File: src/rtl/leaf_port_fifo_bank.sv
// Bank of NUM_CH independent first-word-fall-through FIFOs between the leaf
// interface and the user kernel. It provides per-channel occupancy, almost-full, output hold and a global flush.
module leaf_port_fifo_bank #(
    parameter int NUM_CH       = 6,
    parameter int PAYLOAD_BITS = 32,
    parameter int DEPTH_BITS   = 4,
    parameter int AF_LEVEL     = 12
) (
    input  logic                              clk_user,
    input  logic                              reset_n,
    input  logic                              flush,
    input  logic [NUM_CH*PAYLOAD_BITS-1:0]    din,
    input  logic [NUM_CH-1:0]                 vld_in,
    output logic [NUM_CH-1:0]                 ack_out,
    output logic [NUM_CH*PAYLOAD_BITS-1:0]    dout,
    output logic [NUM_CH-1:0]                 vld_out,
    input  logic [NUM_CH-1:0]                 ack_in,
    input  logic [NUM_CH-1:0]                 hold,
    output logic [NUM_CH*(DEPTH_BITS+1)-1:0]  count,
    output logic [NUM_CH-1:0]                 almost_full
);

    localparam int              DEPTH      = 1 << DEPTH_BITS;
    localparam int              CW         = DEPTH_BITS + 1;
    localparam logic [CW-1:0]   FULL_COUNT = CW'(DEPTH);
    localparam logic [CW-1:0]   AF_COUNT   = CW'(AF_LEVEL);

    // Write side stays closed until the first clock edge after reset is released.
    logic rdy_en_reg;

    always_ff @(posedge clk_user) begin
        if (!reset_n) begin
            rdy_en_reg <= 1'b0;
        end else begin
            rdy_en_reg <= 1'b1;
        end
    end

    genvar gi;
    generate
        for (gi = 0; gi < NUM_CH; gi++) begin : g_ch
            logic [PAYLOAD_BITS-1:0] mem [DEPTH];
            logic [DEPTH_BITS-1:0]   wr_ptr_reg;
            logic [DEPTH_BITS-1:0]   wr_ptr_next;
            logic [DEPTH_BITS-1:0]   rd_ptr_reg;
            logic [DEPTH_BITS-1:0]   rd_ptr_next;
            logic [CW-1:0]           count_reg;
            logic [CW-1:0]           count_next;
            logic                    wr_fire;
            logic                    rd_fire;

            // Write readiness depends only on registered state, so there is
            // no combinational path from vld_in or ack_in to the handshakes.
            assign ack_out[gi]     = rdy_en_reg & (count_reg != FULL_COUNT);
            assign vld_out[gi]     = (count_reg != '0) & ~hold[gi];
            assign wr_fire         = vld_in[gi] & ack_out[gi];
            assign rd_fire         = vld_out[gi] & ack_in[gi];
            assign almost_full[gi] = (count_reg >= AF_COUNT);

            assign dout[gi*PAYLOAD_BITS +: PAYLOAD_BITS] = mem[rd_ptr_reg];
            assign count[gi*CW +: CW]                    = count_reg;

            always_comb begin
                wr_ptr_next = wr_ptr_reg;
                rd_ptr_next = rd_ptr_reg;
                count_next  = count_reg;
                if (flush) begin
                    wr_ptr_next = '0;
                    rd_ptr_next = '0;
                    count_next  = '0;
                end else begin
                    if (wr_fire) begin
                        wr_ptr_next = wr_ptr_reg + DEPTH_BITS'(1);
                    end
                    if (rd_fire) begin
                        rd_ptr_next = rd_ptr_reg + DEPTH_BITS'(1);
                    end
                    case ({wr_fire, rd_fire})
                        2'b10:   count_next = count_reg + CW'(1);
                        2'b01:   count_next = count_reg - CW'(1);
                        default: count_next = count_reg;
                    endcase
                end
            end

            always_ff @(posedge clk_user) begin
                if (!reset_n) begin
                    wr_ptr_reg <= '0;
                    rd_ptr_reg <= '0;
                    count_reg  <= '0;
                end else begin
                    wr_ptr_reg <= wr_ptr_next;
                    rd_ptr_reg <= rd_ptr_next;
                    count_reg  <= count_next;
                end
            end

            // Storage is never cleared; a write during flush is simply dropped.
            always_ff @(posedge clk_user) begin
                if (reset_n && !flush && wr_fire) begin
                    mem[wr_ptr_reg] <= din[gi*PAYLOAD_BITS +: PAYLOAD_BITS];
                end
            end
        end
    endgenerate

endmodule

File: config.mk
export PLATFORM = sky130hd
export DESIGN_NAME = leaf_port_fifo_bank
export DESIGN_NICKNAME = d
export VERILOG_FILES = /design/src/rtl/leaf_port_fifo_bank.sv
export SDC_FILE = /design/constraint.sdc
export NUM_CORES = 2
export LEC_CHECK = 0
export BUFFER_PORTS_ARGS = -buffer_cell sky130_fd_sc_hd__buf_2
export CAP_MARGIN = 20
export CORE_MARGIN = 2
export CORE_UTILIZATION = 56
export CTS_BUF_LIST = sky130_fd_sc_hd__clkbuf_4
export DETAILED_ROUTE_END_ITERATION = 8
export GPL_TIMING_DRIVEN = 1
export PLACE_DENSITY = 0.73
export SLEW_MARGIN = 20
export SYNTH_ARGS = -nofsm -noshare
export SYNTH_HDL_FRONTEND = slang
export SYNTH_SLANG_ARGS = --single-unit
File: constraint.sdc
create_clock -name clk_user -period 5.5 [get_ports clk_user]
set_input_delay 0.275 -clock clk_user [delete_from_list [all_inputs] [get_ports clk_user]]
set_output_delay 0.275 -clock clk_user [all_outputs]
set_load 0.02 [all_outputs]
==> impl_metrics.json <==
{
  "outcome": "completed",
  "drtIter0Drc": 6681,
  "drt-total-wl_mm": 270,
  "grt_remaining_overflow": 0,
  "ios": 453,
  "end_kind": "output port",
  "grt_usage_pct": 24.7,
  "synth_edf_count": 3072,
  "yosys_warnings": 0,
  "worstPathMaxFanout": 44,
  "grt_pass1_vias": 64400,
  "dp_hpwl_mm": 142,
  "antenna_left": 0,
  "finalSetupViolCount": 0,
  "cts-root-buf": "clkbuf_4",
  "wl_per_cell_microns": 26.3,
  "largest_register_ff_count": 3072,
  "synth_compound_area_share_pct": 3.10,
  "drive_gt1_share_pct": 35.6,
  "synth_nets": 5682,
  "pre_cts_ws_ns": 2.07,
  "critical_path_arrival_ns": 4.10,
  "synth_top_family_by_area": "multiplexers",
  "rows": 170,
  "die_x_microns": 468,
  "wl_met1_mm": 107,
  "vdd_ir_drop_max_v": 0.000258,
  "worst_pin_slew_ns": 1.15,
  "die_h_microns": 468,
  "hp-class": "input port to flop",
  "area_growth_pct": 16.5,
  "yosysTopAreaCell": "edfxtp_1",
  "syn-mean-instance-area_sq_um": 22.3,
  "core_sq_um": 214000,
  "cp-start-kind": "flop",
  "post-route-period-util_pct": 79.5,
  "synth_xor_area_share_pct": 0.305,
  "initial_core_util_pct": 56.2,
  "period_minus_slack_ns": 4.37,
  "top_layer_used": "met5",
  "nNetsFinal": 7172,
  "stdcell_area_sq_um": 140000,
  "path_clk_slew_ns": 0.07,
  "grt_max_degree": 129,
  "met2_length_mm": 132,
  "final_cell_mix": "edfxtp_1 (3072), clkbuf_4 (1093), mux4_2 (768)",
  "ys_types": 52,
  "synth_cells": 5409,
  "cts_setup_buffers": 0,
  "synthAdderAreaFrac_pct": 0.660,
  "synth_top_area_share_pct": 76.5,
  "gp_congestion": 0.790,
  "cts_tree": "built",
  "clock_latency_ns": 1.53,
  "fin_tns_setup_ns": 0,
  "route.met3.wl_mm": 23.0,
  "relSlewSlack_pct": 23.0,
  "synth_area_leaders": "edfxtp_1 (77%), mux4_2 (14%), a22oi_1 (2.4%), dfxtp_1 (1.7%), nand2_1 (0.73%)",
  "synth_ff_type": "edfxtp_1",
  "cap_violations": 0,
  "yosys.area_share.simple_pct": 2.17,
  "cts_buffers": 777,
  "hold_violations": 0,
  "netlist_area_sq_um": 121000,
  "num_vias": 62000,
  "final_common_cell": "edfxtp_1",
  "fmax_mhz": 229,
  "synth.ff_latch_count": 3175,
  "finish.utilization_pct": 65.5,
  "dr.pass1.iters": 5,
  "total_power_mw": 46.1,
  "cts_resized": 0,
  "drc": 0,
  "p_per_area_nw_per_um2": 328,
  "clockBufferDepth": 4,
  "drv_slew": 0,
  "criticalPathCategory": "flop to output port",
  "grt_pass1_wl_mm": 399,
  "setup_slack_ns": 1.13,
  "fin_skew_ns": 0.147,
  "port_buffers": 452,
  "die-area_sq_um": 219000,
  "ys_seq_area_share_pct": 78.2,
  "antenna_found_initial": 36,
  "cts_max_level": 6,
  "viasPerCell": 6.04,
  "synth_mux_area_share_pct": 14.4,
  "place_area_sq_um": 126000,
  "rsz0062_at_grt": "false",
  "ys_async_sr_fraction_pct": 0,
  "cts.sinks": 3175,
  "worstPathRequired_ns": 5.22,
  "leakagePower_nw": 45.6
}
## power by group
part | total (mW) | internal [mW] | switching (mW)
combinational | 1.01 | 0.403 | 0.611
sequential | 26.5 | 26.5 | 0.0238
clock | 18.5 | 9.60 | 8.92
## Yosys cell counts (all sizes together) (2+ instances only)
library cell  instances
edfxtp             3072
mux4                768
a22oi               384
nand2               234
clkbuf              169
buf                 112
dfxtp               103
nor2                 96
and2                 85
ha                   54
inv                  46
nand3                43
a21oi                36
xor2                 27
nor2b                17
o211ai               15
xnor2                15
nor4                 14
o2111ai              12
o21a                 12
or4                  12
mux2i                 9
o21ai                 9
and4b                 7
nor3                  7
a21o                  6
and4                  6
fa                    6
nand2b                6
nand4b                6
a211oi                5
a2111oi               4
and3                  4
o31ai                 3
nand4                 2
## repair_timing
action                                  4_1_cts  5_1_grt
endpoints found under the setup margin        0        0
endpoints found under the hold margin      5327        0
hold buffers                                443        0
## layer usage
layer  vias up  GRT usage (%)
met1     32100           34.5
met5         -              0
met3       491           5.24
met4        26           9.69
li1      26300              -
met2      3027           38.6
## critical path, stage by stage (launching register included)
cell,delay (ns)
dfxtp_4,0.96
buf_4,0.57
mux4_2,0.57
a22oi_1,0.21
nand2_1,0.17
buf_2,0.20
## logic make-up after synthesis
kind of cell	count (synthesis)
flip-flops	3175
multiplexers	777
AND/OR/NAND/NOR	542
AO/OA/AOI/OAI	486
buffers and inverters	327
adder cells (fa/ha/maj)	60
XOR/XNOR	42
## cell type report
type / instances / area [sq um]
flip-flops and latches: 3175 / 94400
fillers: 14100 / 74000
multi-input cells: 1907 / 25300
clock buffers: 1093 / 8210
repair buffers: 992 / 7710
well taps: 2838 / 3550
clock inverters: 192 / 1100
inverters: 46 / 173
diodes: 19 / 47.5
## per-stage QoR
step,hold WS (ns),instances
6_report,0.234,10300
5_1_grt,0.144,10300
4_1_cts,0.0294,10200
3_5_place_dp,0.448,8509
3_3_place_gp,0.447,8507
2_1_floorplan,0.303,5409
## worst paths after layout
check,start,endpoint,slack [ns],cells past startpoint
max,flop,dout[175],1.13,5
min,vld_in[4],g_ch[4].mem[1][17]$_DFFE_PP_,0.23,5
max reg2reg,g_ch[3].count_reg[0]$_SDFFE_PP0P_,g_ch[3].count_reg[4]$_SDFFE_PP0P_,2.16,10
min reg2reg,g_ch[0].wr_ptr_reg[1]$_SDFFE_PP0P_,g_ch[0].wr_ptr_reg[1]$_SDFFE_PP0P_,0.52,2
Power figures use the tool's default switching activity.
